===== config.mk =====
export PLATFORM = sky130hd
export DESIGN_NAME = uart_rx_ctrl_flat
export DESIGN_NICKNAME = d
export VERILOG_FILES = /design/src/rtl/uart_rx_pkg.sv /design/src/rtl/uart_rx_ctrl_if.sv /design/src/rtl/uart_rx_edge_bit_cnt.sv /design/src/rtl/uart_rx_ctrl.sv /design/src/flat_wrapper.sv
export SDC_FILE = /design/constraint.sdc
export NUM_CORES = 1
export LEC_CHECK = 0
export CORE_MARGIN = 1.5
export CORE_UTILIZATION = 33
export DETAILED_ROUTE_END_ITERATION = 10
export PLACE_DENSITY = 0.61
export SLEW_MARGIN = 10
export SYNTH_ARGS = -nofsm -noshare
export SYNTH_HDL_FRONTEND = slang
export SYNTH_SLANG_ARGS = --single-unit

===== constraint.sdc =====
create_clock -name clk -period 5.46 [get_ports clk]
set_clock_uncertainty 0.1 [all_clocks]
set_input_delay 1.365 -clock clk [delete_from_list [all_inputs] [get_ports clk]]
set_output_delay 1.365 -clock clk [all_outputs]
set_load 0.03 [all_outputs]

===== src/rtl/uart_rx_pkg.sv =====
// Shared encodings and defaults for the UART receive frame controller.
package uart_rx_pkg;

  localparam int DATA_WIDTH_DEF = 8;
  localparam int PRESC_W_DEF    = 6;
  localparam int EDGE_W_DEF     = 5;

  localparam int PRESC_8  = 8;
  localparam int PRESC_16 = 16;
  localparam int PRESC_32 = 32;

  typedef enum logic [2:0] {
    ST_IDLE   = 3'd0,
    ST_START  = 3'd1,
    ST_DATA   = 3'd2,
    ST_PARITY = 3'd3,
    ST_STOP   = 3'd4
  } rx_state_e;

endpackage


===== src/rtl/uart_rx_ctrl_if.sv =====
// Signal bundle between the receive controller (slave) and its line/sampling/FIFO side (master).
// err_count exists only when UART_RX_ERR_CNT_EN is defined.
interface uart_rx_ctrl_if #(
  parameter int DATA_WIDTH = 8,
  parameter int PRESC_W    = 6,
  parameter int EDGE_W     = 5
);
  logic                  rx_in;
  logic [PRESC_W-1:0]    prescale;
  logic                  par_en;
  logic                  par_typ;
  logic                  sampled_bit;
  logic [EDGE_W-1:0]     edge_count;
  logic                  data_sample_en;
  logic [DATA_WIDTH-1:0] p_data;
  logic                  data_valid;
  logic                  parity_error;
  logic                  stop_error;
`ifdef UART_RX_ERR_CNT_EN
  logic [7:0]            err_count;
`endif

  modport slave (
    input  rx_in, prescale, par_en, par_typ, sampled_bit,
    output edge_count, data_sample_en, p_data, data_valid, parity_error, stop_error
`ifdef UART_RX_ERR_CNT_EN
    , output err_count
`endif
  );

  modport master (
    output rx_in, prescale, par_en, par_typ, sampled_bit,
    input  edge_count, data_sample_en, p_data, data_valid, parity_error, stop_error
`ifdef UART_RX_ERR_CNT_EN
    , input err_count
`endif
  );

endinterface


===== src/rtl/uart_rx_edge_bit_cnt.sv =====
// Oversample edge counter and data-bit counter; bit_end fires on the last edge of each bit.
module uart_rx_edge_bit_cnt #(
  parameter int EDGE_W = 5,
  parameter int BCNT_W = 3
) (
  input  logic              clk,
  input  logic              rst,
  input  logic              cnt_en,
  input  logic              bit_cnt_en,
  input  logic [EDGE_W-1:0] edge_last,
  output logic [EDGE_W-1:0] edge_count,
  output logic [BCNT_W-1:0] bit_cnt,
  output logic              bit_end
);

  logic [EDGE_W-1:0] edge_count_q, edge_count_d;
  logic [BCNT_W-1:0] bit_cnt_q, bit_cnt_d;

  assign bit_end = cnt_en && (edge_count_q == edge_last);

  always_comb begin
    edge_count_d = edge_count_q;
    bit_cnt_d    = bit_cnt_q;
    if (!cnt_en || bit_end) begin
      edge_count_d = '0;
    end else begin
      edge_count_d = edge_count_q + EDGE_W'(1);
    end
    if (!bit_cnt_en) begin
      bit_cnt_d = '0;
    end else if (bit_end) begin
      bit_cnt_d = bit_cnt_q + BCNT_W'(1);
    end
  end

  always_ff @(posedge clk or posedge rst) begin
    if (rst) begin
      edge_count_q <= '0;
      bit_cnt_q    <= '0;
    end else begin
      edge_count_q <= edge_count_d;
      bit_cnt_q    <= bit_cnt_d;
    end
  end

  assign edge_count = edge_count_q;
  assign bit_cnt    = bit_cnt_q;

endmodule


===== src/rtl/uart_rx_ctrl.sv =====
// UART receive frame controller: start detect, LSB-first deserializer, parity and stop checks.
// Optional UART_RX_ERR_CNT_EN adds a saturating bad-frame counter on err_count.
//
// state  | meaning
// IDLE   | line idle, counters held at 0, waiting for rx_in low
// START  | timing start bit; high vote at bit end is a glitch
// DATA   | shifting data bits into p_data, LSB first
// PARITY | comparing parity bit against latched type
// STOP   | checking stop bit, emitting data_valid / stop_error
module uart_rx_ctrl
  import uart_rx_pkg::*;
#(
  parameter int DATA_WIDTH = DATA_WIDTH_DEF,
  parameter int PRESC_W    = PRESC_W_DEF,
  parameter int EDGE_W     = EDGE_W_DEF
) (
  input logic           clk,
  input logic           rst,
  uart_rx_ctrl_if.slave bus
);

  localparam int BCNT_W = $clog2(DATA_WIDTH);

  rx_state_e             state_q, state_d;
  logic [EDGE_W-1:0]     presc_m1_q, presc_m1_d;
  logic                  par_en_q, par_en_d;
  logic                  par_typ_q, par_typ_d;
  logic                  bad_q, bad_d;
  logic [DATA_WIDTH-1:0] p_data_q, p_data_d;
  logic                  data_valid_q, data_valid_d;
  logic                  parity_error_q, parity_error_d;
  logic                  stop_error_q, stop_error_d;

  logic [EDGE_W-1:0]     presc_m1_new;
  logic [EDGE_W-1:0]     edge_count;
  logic [BCNT_W-1:0]     bit_cnt;
  logic                  bit_end;
  logic                  cnt_en;
  logic                  bit_cnt_en;

  assign cnt_en     = (state_q != ST_IDLE);
  assign bit_cnt_en = (state_q == ST_DATA);

  uart_rx_edge_bit_cnt #(
    .EDGE_W (EDGE_W),
    .BCNT_W (BCNT_W)
  ) u_cnt (
    .clk        (clk),
    .rst        (rst),
    .cnt_en     (cnt_en),
    .bit_cnt_en (bit_cnt_en),
    .edge_last  (presc_m1_q),
    .edge_count (edge_count),
    .bit_cnt    (bit_cnt),
    .bit_end    (bit_end)
  );

  // Unsupported ratios fall back to 8 so a bad setting still yields a usable bit time.
  always_comb begin
    presc_m1_new = EDGE_W'(PRESC_8 - 1);
    if (bus.prescale == PRESC_W'(PRESC_16)) begin
      presc_m1_new = EDGE_W'(PRESC_16 - 1);
    end else if (bus.prescale == PRESC_W'(PRESC_32)) begin
      presc_m1_new = EDGE_W'(PRESC_32 - 1);
    end
  end

  always_comb begin
    state_d        = state_q;
    presc_m1_d     = presc_m1_q;
    par_en_d       = par_en_q;
    par_typ_d      = par_typ_q;
    bad_d          = bad_q;
    p_data_d       = p_data_q;
    data_valid_d   = 1'b0;
    parity_error_d = 1'b0;
    stop_error_d   = 1'b0;
    unique case (state_q)
      ST_IDLE: begin
        if (!bus.rx_in) begin
          state_d    = ST_START;
          presc_m1_d = presc_m1_new;
          par_en_d   = bus.par_en;
          par_typ_d  = bus.par_typ;
          bad_d      = 1'b0;
        end
      end
      ST_START: begin
        if (bit_end) begin
          state_d = bus.sampled_bit ? ST_IDLE : ST_DATA;
        end
      end
      ST_DATA: begin
        if (bit_end) begin
          p_data_d[bit_cnt] = bus.sampled_bit;
          if (bit_cnt == BCNT_W'(DATA_WIDTH - 1)) begin
            state_d = par_en_q ? ST_PARITY : ST_STOP;
          end
        end
      end
      ST_PARITY: begin
        if (bit_end) begin
          if (bus.sampled_bit != (^p_data_q ^ par_typ_q)) begin
            parity_error_d = 1'b1;
            bad_d          = 1'b1;
          end
          state_d = ST_STOP;
        end
      end
      ST_STOP: begin
        if (bit_end) begin
          if (!bus.sampled_bit) begin
            stop_error_d = 1'b1;
          end else if (!bad_q) begin
            data_valid_d = 1'b1;
          end
          // A low line here is the next start bit; re-arm without an idle cycle.
          if (!bus.rx_in) begin
            state_d    = ST_START;
            presc_m1_d = presc_m1_new;
            par_en_d   = bus.par_en;
            par_typ_d  = bus.par_typ;
            bad_d      = 1'b0;
          end else begin
            state_d = ST_IDLE;
          end
        end
      end
      default: state_d = ST_IDLE;
    endcase
  end

  always_ff @(posedge clk or posedge rst) begin
    if (rst) begin
      state_q        <= ST_IDLE;
      presc_m1_q     <= EDGE_W'(PRESC_8 - 1);
      par_en_q       <= 1'b0;
      par_typ_q      <= 1'b0;
      bad_q          <= 1'b0;
      p_data_q       <= '0;
      data_valid_q   <= 1'b0;
      parity_error_q <= 1'b0;
      stop_error_q   <= 1'b0;
    end else begin
      state_q        <= state_d;
      presc_m1_q     <= presc_m1_d;
      par_en_q       <= par_en_d;
      par_typ_q      <= par_typ_d;
      bad_q          <= bad_d;
      p_data_q       <= p_data_d;
      data_valid_q   <= data_valid_d;
      parity_error_q <= parity_error_d;
      stop_error_q   <= stop_error_d;
    end
  end

`ifdef UART_RX_ERR_CNT_EN
  logic [7:0] err_cnt_q, err_cnt_d;

  // A frame with both errors is counted once, at its stop bit.
  always_comb begin
    err_cnt_d = err_cnt_q;
    if ((state_q == ST_STOP) && bit_end && (!bus.sampled_bit || bad_q) &&
        (err_cnt_q != 8'hFF)) begin
      err_cnt_d = err_cnt_q + 8'd1;
    end
  end

  always_ff @(posedge clk or posedge rst) begin
    if (rst) begin
      err_cnt_q <= '0;
    end else begin
      err_cnt_q <= err_cnt_d;
    end
  end

  assign bus.err_count = err_cnt_q;
`endif

  assign bus.edge_count     = edge_count;
  assign bus.data_sample_en = cnt_en;
  assign bus.p_data         = p_data_q;
  assign bus.data_valid     = data_valid_q;
  assign bus.parity_error   = parity_error_q;
  assign bus.stop_error     = stop_error_q;

endmodule

===== src/flat_wrapper.sv =====
// flat-port wrapper written by rule: the top's interface ports become plain ports
module uart_rx_ctrl_flat import uart_rx_pkg::*;
#(
  parameter int DATA_WIDTH = DATA_WIDTH_DEF,
  parameter int PRESC_W    = PRESC_W_DEF,
  parameter int EDGE_W     = EDGE_W_DEF
)
  (clk, rst, bus_rx_in, bus_prescale, bus_par_en, bus_par_typ, bus_sampled_bit, bus_edge_count, bus_data_sample_en, bus_p_data, bus_data_valid, bus_parity_error, bus_stop_error);
  uart_rx_ctrl_if #(.DATA_WIDTH(DATA_WIDTH), .PRESC_W(PRESC_W), .EDGE_W(EDGE_W)) bus_i ();
  input logic clk;
  input logic rst;
  input wire logic [$bits(bus_i.rx_in)-1:0] bus_rx_in;
  input wire logic [$bits(bus_i.prescale)-1:0] bus_prescale;
  input wire logic [$bits(bus_i.par_en)-1:0] bus_par_en;
  input wire logic [$bits(bus_i.par_typ)-1:0] bus_par_typ;
  input wire logic [$bits(bus_i.sampled_bit)-1:0] bus_sampled_bit;
  output wire logic [$bits(bus_i.edge_count)-1:0] bus_edge_count;
  output wire logic [$bits(bus_i.data_sample_en)-1:0] bus_data_sample_en;
  output wire logic [$bits(bus_i.p_data)-1:0] bus_p_data;
  output wire logic [$bits(bus_i.data_valid)-1:0] bus_data_valid;
  output wire logic [$bits(bus_i.parity_error)-1:0] bus_parity_error;
  output wire logic [$bits(bus_i.stop_error)-1:0] bus_stop_error;
  assign bus_i.rx_in = bus_rx_in;
  assign bus_i.prescale = bus_prescale;
  assign bus_i.par_en = bus_par_en;
  assign bus_i.par_typ = bus_par_typ;
  assign bus_i.sampled_bit = bus_sampled_bit;
  assign bus_edge_count = bus_i.edge_count;
  assign bus_data_sample_en = bus_i.data_sample_en;
  assign bus_p_data = bus_i.p_data;
  assign bus_data_valid = bus_i.data_valid;
  assign bus_parity_error = bus_i.parity_error;
  assign bus_stop_error = bus_i.stop_error;
  uart_rx_ctrl #(.DATA_WIDTH(DATA_WIDTH), .PRESC_W(PRESC_W), .EDGE_W(EDGE_W)) u_core (.clk(clk), .rst(rst), .bus(bus_i));
endmodule

Word-level counts from Yosys, hierarchy flattened

Cells that the tools add are included.

Register bits: 30
Bits in latches: 0
Bits in writable memories: 0
Bits in read-only memories: 0
Output and inout bits: 17
Word-level logic and storage cells: 87
Memories kept: 0

$add $sub $neg: 2
Multiply operators: 0
Div/mod/pow operators: 0
Magnitude comparators: 2
Equal/unequal tests: 16
Shifts and indexed selects: 0
Multiplexer cells: 42
Bitwise logic cells: 1
Reduce and logical (&&, ||, !) cells: 13

Operators with widths:

| operator            | number |
|---|---|
| $mux 3              | 9 |
| $mux 5              | 5 |
| $mux 1              | 20 |
| $pmux 3 s5          | 1 |
| $pmux 5 s2          | 1 |
| $bwmux 8            | 1 |
| $ne 2x2->1 const B  | 4 |
| $reduce_xor 8->1    | 1 |
| $eq 3x2->1 const B  | 2 |
| $eq 3x3->1 const B  | 2 |
| $eq 6x5->1 const B  | 1 |
| $eq 6x6->1 const B  | 1 |
| $ne 2x1->1 const B  | 3 |
| $reduce_and 6->1    | 1 |
| $reduce_bool 3->1   | 2 |
| $add 5x1->5 const B | 1 |
| $eq 5x5->1          | 1 |
| $lt 3x4->1 const B  | 1 |
| $pmux 1 s2          | 2 |
| $reduce_and 2->1    | 2 |
| $reduce_and 4->1    | 1 |
| $add 3x1->3 const B | 1 |
| $demux 1 s3         | 1 |
| $eq 3x1->1 const B  | 1 |
| 10 further kinds    | 11 |

Logic depth before layout (Yosys ltp)

Depth after elaboration: 6
Mapped depth: 6

Hierarchy

From an unflattened synthesis, not the netlist that was laid out.

Cell total of the unflattened synthesis: 131
Area, all modules: 1,456.4 um^2

By module, submodules not included:

| module               | instances | cells an instance | area each (um^2) |
|---|---|---|---|
| uart_rx_ctrl         | 1         | 86                | 1,013.5 |
| uart_rx_edge_bit_cnt | 1         | 45                | 442.9 |

Worst setup path before layout

Ideal clock, no wire load.

Path kind: flip-flop to output port
From: register u_core.state_q[2]
To: output port bus_data_sample_en
Data arrival time: 1,067 ps
Required time: 3,995 ps
Setup slack: 2,928 ps
Cell stages (with the launch flop): 3
Buffers on the path: 1
Path through: dfrtp_1 -> clkbuf_1 -> or3_1

Word-level cells in the longest chain between the ends: 1

Ends and longest elaborated chain:

| what                   | line                | text |
|---|---|---|
| from (decl)            | uart_rx_ctrl.sv:24  | `rx_state_e state_q, state_d;` |
| from (signal assigned) | uart_rx_ctrl.sv:145 | `state_q <= state_d;` |
| $reduce_bool 3->1      | uart_rx_ctrl.sv:41  | `assign cnt_en = (state_q != ST_IDLE);` |
| to (decl)              | flat_wrapper.sv:18  | `output wire logic [$bits(bus_i.data_sample_en)-1:0] bus_data_sample_en;` |

Every way passes these cells.

Worst setup path in the final report

Ends and elaborated chain as after synthesis.

==> qor_table.md <==
| Result | Reported | Unit |
|:---|:---|:---|
| Area Growth Syn to Fin | 24.9 | % |
| Nature of the critical path endpoint | output pin | - |
| Class of the tightest hold or removal check | reg -> reg | - |
| Critical Path, Cell by Cell | or3_1 -> clkdlybuf4s50_1 | - |
| Number of enable flip-flop cells after synthesis | 0 | - |
| Crit path required time | 3.99 | ns |
| WL/cell | 13.4 | um |
| Number of detailed-route iterations in the first pass | 4 | - |
| Post-synth top flop | sky130_fd_sc_hd__dfrtp_1 | - |
| Setup repair after global routing missed its margin | false | - |
| Insertion delay of the later-clocked pin in the worst-skew pair | 0.27 | ns |
| Drc violations | 0 | - |
| Number of slew-limit violations in the final report | 0 | - |
| Arrival time worst endpoint | 1.82 | ns |
| Count of clock tree sinks | 27 | - |
| Global-route wire length before repair | 4530 | um |
| Clock tree from TritonCTS | yes | - |
| Ys async rst share | 100 | % |
| Final wirelength | 2690 | um |
| Hold violation count in the final report | 0 | - |
| Shortest clock period the worst path allows after layout | 3.29 | ns |
| Cts bufs inserted | 3 | - |
| Vias in the first global route | 990 | - |
| Status | complete, no violations | - |
| Syn nets | 141 | - |
| Count leader, synth | sky130_fd_sc_hd__dfrtp_1 | - |
| Post-route fraction of the period consumed by the critical path | 60.2 | % |
| Leakage | 0.728 | nW |
| Global routing usage summed across all routing layers | 13.2 | % |
| R2R Setup Slk | 2.87 | ns |
| Cell chosen for the clock root | sky130_fd_sc_hd__clkbuf_8 | - |
| Type of element launching the critical path | flip-flop | - |
| Fraction of post-synthesis cell area in the top cell type by area | 49.2 | % |
| Final antenna diode count | 0 | - |
| Number of buffers inserted by port buffering | 28 | - |
| Area taken by flip-flops and latches | 676 | um^2 |
| Number of gates given a new drive strength after cts | 0 | - |
| Number of inserted filler cells in the final layout | 379 | - |
| Power Density | 352 | nW/um^2 |
| Actual slew at the worst max-slew pin | 1.02 | ns |
| Minimum setup slack in the final design | 2.17 | ns |
| Sum of internal, switching and leakage power | 0.604 | mW |
| Syn Area/Cell | 10.9 | um^2 |
| Ratio of routed vias to standard cells | 5.19 | - |
| Synthesized instance count | 126 | - |
| Final number of setup-violating endpoints | 0 | - |
| Largest fanout of any net on the critical path | 11 | - |
| DRC marker count from the first detailed-route iteration | 46 | - |
| H-tree depth reported by CTS | 1 | - |
| Sequential element share of the synthesized area | 49.2 | % |
| Classification of the worst setup path | reg -> out | - |
| Flip-flop and latch count after synthesis | 27 | - |
| Rows | 23 | - |
| Gate family responsible for the most delay along the worst path | buffers and inverters | - |
| Cts-stage hold buffer count | 0 | - |
| Number of buffers added for setup after CTS | 0 | - |
| DIE WIDTH | 67.5 | um |
| CP max stage delay | 0.61 | ns |
| Layout cell share with drive strength beyond 1 | 3.33 | % |
| Top post-synthesis cells by count | sky130_fd_sc_hd__dfrtp_1 (27), sky130_fd_sc_hd__mux2_1 (12), sky130_fd_sc_hd__nand2_1 (11) | - |
| Synth top area cells | sky130_fd_sc_hd__dfrtp_1 (49%), sky130_fd_sc_hd__mux2_1 (9.8%), sky130_fd_sc_hd__xnor2_1 (5.7%) | - |
| Remaining max-slew budget at the tightest pin | 31.6 | % |
| Grt ovf | 0 | - |
| Area taken by multi-input logic gates | 637 | um^2 |
| Number of buffers on the longest clock path | 2 | - |
| Number of antenna violations at the first check in global routing | 0 | - |
| Final Wtd Congestion | 0.733 | - |
| Yosys synthesis warning count | 0 | - |
| Max VDD drop | 0.188 | mV |
| Initial Util | 34.3 | % |
| Vias post-DR | 1037 | - |
| Peak clock frequency supported by timing | 304 | MHz |
| Worst-path clk slew | 0.09 | ns |
| Standard cell core area | 4000 | um^2 |
| Setup Total Neg Slack | 0 | ns |
| Remaining antenna violation count | 0 | - |
| Library cell with the largest summed area after synthesis | sky130_fd_sc_hd__dfrtp_1 | - |
| Buf/Inv on CP | 1 | - |
| Io pins | 29 | - |
| Post-Syn Area | 1370 | um^2 |
| Die area | 4560 | um^2 |
| Synth cell types | 34 | - |
| Critical-path cell with the highest stage delay | sky130_fd_sc_hd__clkdlybuf4s50_1 | - |
| Placement Setup Slack | 2.48 | ns |
| Die Y | 67.5 | um |
| Post-layout net count | 166 | - |
| Number of violations of the max-capacitance limit | 0 | - |
| Sum of net half-perimeters after detailed placement | 1980 | um |
| Maximum number of pins on one net before global-route repair | 28 | - |
flip-flops by register name (all words and copies together) (netlist names):
name                     flops
u_core.bus.data_valid        1
u_core.presc_m1_q            2
u_core.bus.p_data            8
u_core.par_en_q              1
u_core.u_cnt.edge_count      5
u_core.par_typ_q             1
u_core.bad_q                 1
u_core.bus.parity_error      1
u_core.state_q               3
u_core.bus.stop_error        1
u_core.u_cnt.bit_cnt         3
cell usage in the layout (no fill, tap or decap), types with 3 or more instances in the layout:
| master | instances |
|---|---|
| sky130_fd_sc_hd__clkdlybuf4s50_1 | 28 |
| sky130_fd_sc_hd__dfrtp_1 | 27 |
| sky130_fd_sc_hd__mux2_1 | 12 |
| sky130_fd_sc_hd__nand2_1 | 11 |
| sky130_fd_sc_hd__xnor2_1 | 9 |
| sky130_fd_sc_hd__nor2_1 | 8 |
| sky130_fd_sc_hd__nor4_1 | 6 |
| sky130_fd_sc_hd__a21oi_1 | 6 |
| sky130_fd_sc_hd__nand3_1 | 4 |
| sky130_fd_sc_hd__xor2_1 | 4 |
| sky130_fd_sc_hd__inv_1 | 3 |
| sky130_fd_sc_hd__nor3_1 | 3 |
| sky130_fd_sc_hd__ha_1 | 3 |
| sky130_fd_sc_hd__clkbuf_8 | 3 |
routing by layer:
metal | global-route usage [%] | up-vias | routed length (um)
met2 | 21.4 | 43 | 1330
met4 | 6.12 | 0 | 35
met5 | 0 | - | 0
met1 | 17.2 | 499 | 1170
li1 | - | 491 | -
met3 | 2.17 | 4 | 159
final cells by class:
cell class                 count  area share (%)
clock buffer                   4            2.63
multi-input combinational     87            37.1
tap                           50            3.65
sequential                    27            39.4
inverter                       4           0.875
timing repair buffer          28            16.3
worst paths after layout:
kind / from / endpoint / cells after the start
min in group asynchronous: rst / u_core.bus.p_data[5]$_DFFE_PP0P_ / 2
max in group asynchronous: rst / u_core.state_q[0]$_DFFE_PP0P_ / 2
max: u_core.state_q[2]$_DFFE_PP0P_ / bus_data_sample_en / 2
min: u_core.bad_q$_DFFE_PP0P_ / u_core.bus.data_valid$_DFF_PP0_ / 1
max reg2reg: u_core.u_cnt.edge_count[0]$_DFF_PP0_ / u_core.par_en_q$_DFFE_PP0P_ / 4
min reg2reg: u_core.bad_q$_DFFE_PP0P_ / u_core.bus.data_valid$_DFF_PP0_ / 1
power by group:
group / internal [mW] / total (mW) / leakage [nW] / switching [mW]
clock network: 0.0522 / 0.111 / 0.0228 / 0.0587
registers: 0.235 / 0.277 / 0.363 / 0.0425
logic: 0.0996 / 0.216 / 0.343 / 0.117
logic make-up after synthesis:
family,share of synthesized area (%)
flip-flops,49.2
multiplexers,9.84
XOR/XNOR,9.93
AND/OR/NAND/NOR,18.2
buffers and inverters,4.46
adder cells (fa/ha/maj),2.73
AO/OA/AOI/OAI,5.65
per-stage QoR:
| stage | instances | area [um^2] | hold slack (ns) | utilization (%) |
|---|---|---|---|---|
| 2_1_floorplan | 126 | 1370 | 0.310 | - |
| 3_3_place_gp | 196 | 1670 | 0.336 | 41.8 |
| 3_5_place_dp | 196 | 1670 | 0.341 | 41.8 |
| 4_1_cts | 200 | 1720 | 0.359 | 42.9 |
| 5_1_grt | 200 | 1720 | 0.382 | 42.9 |
| 6_report | 200 | 1720 | 0.363 | 42.9 |
Note: power is estimated with default switching activity, not from simulation.
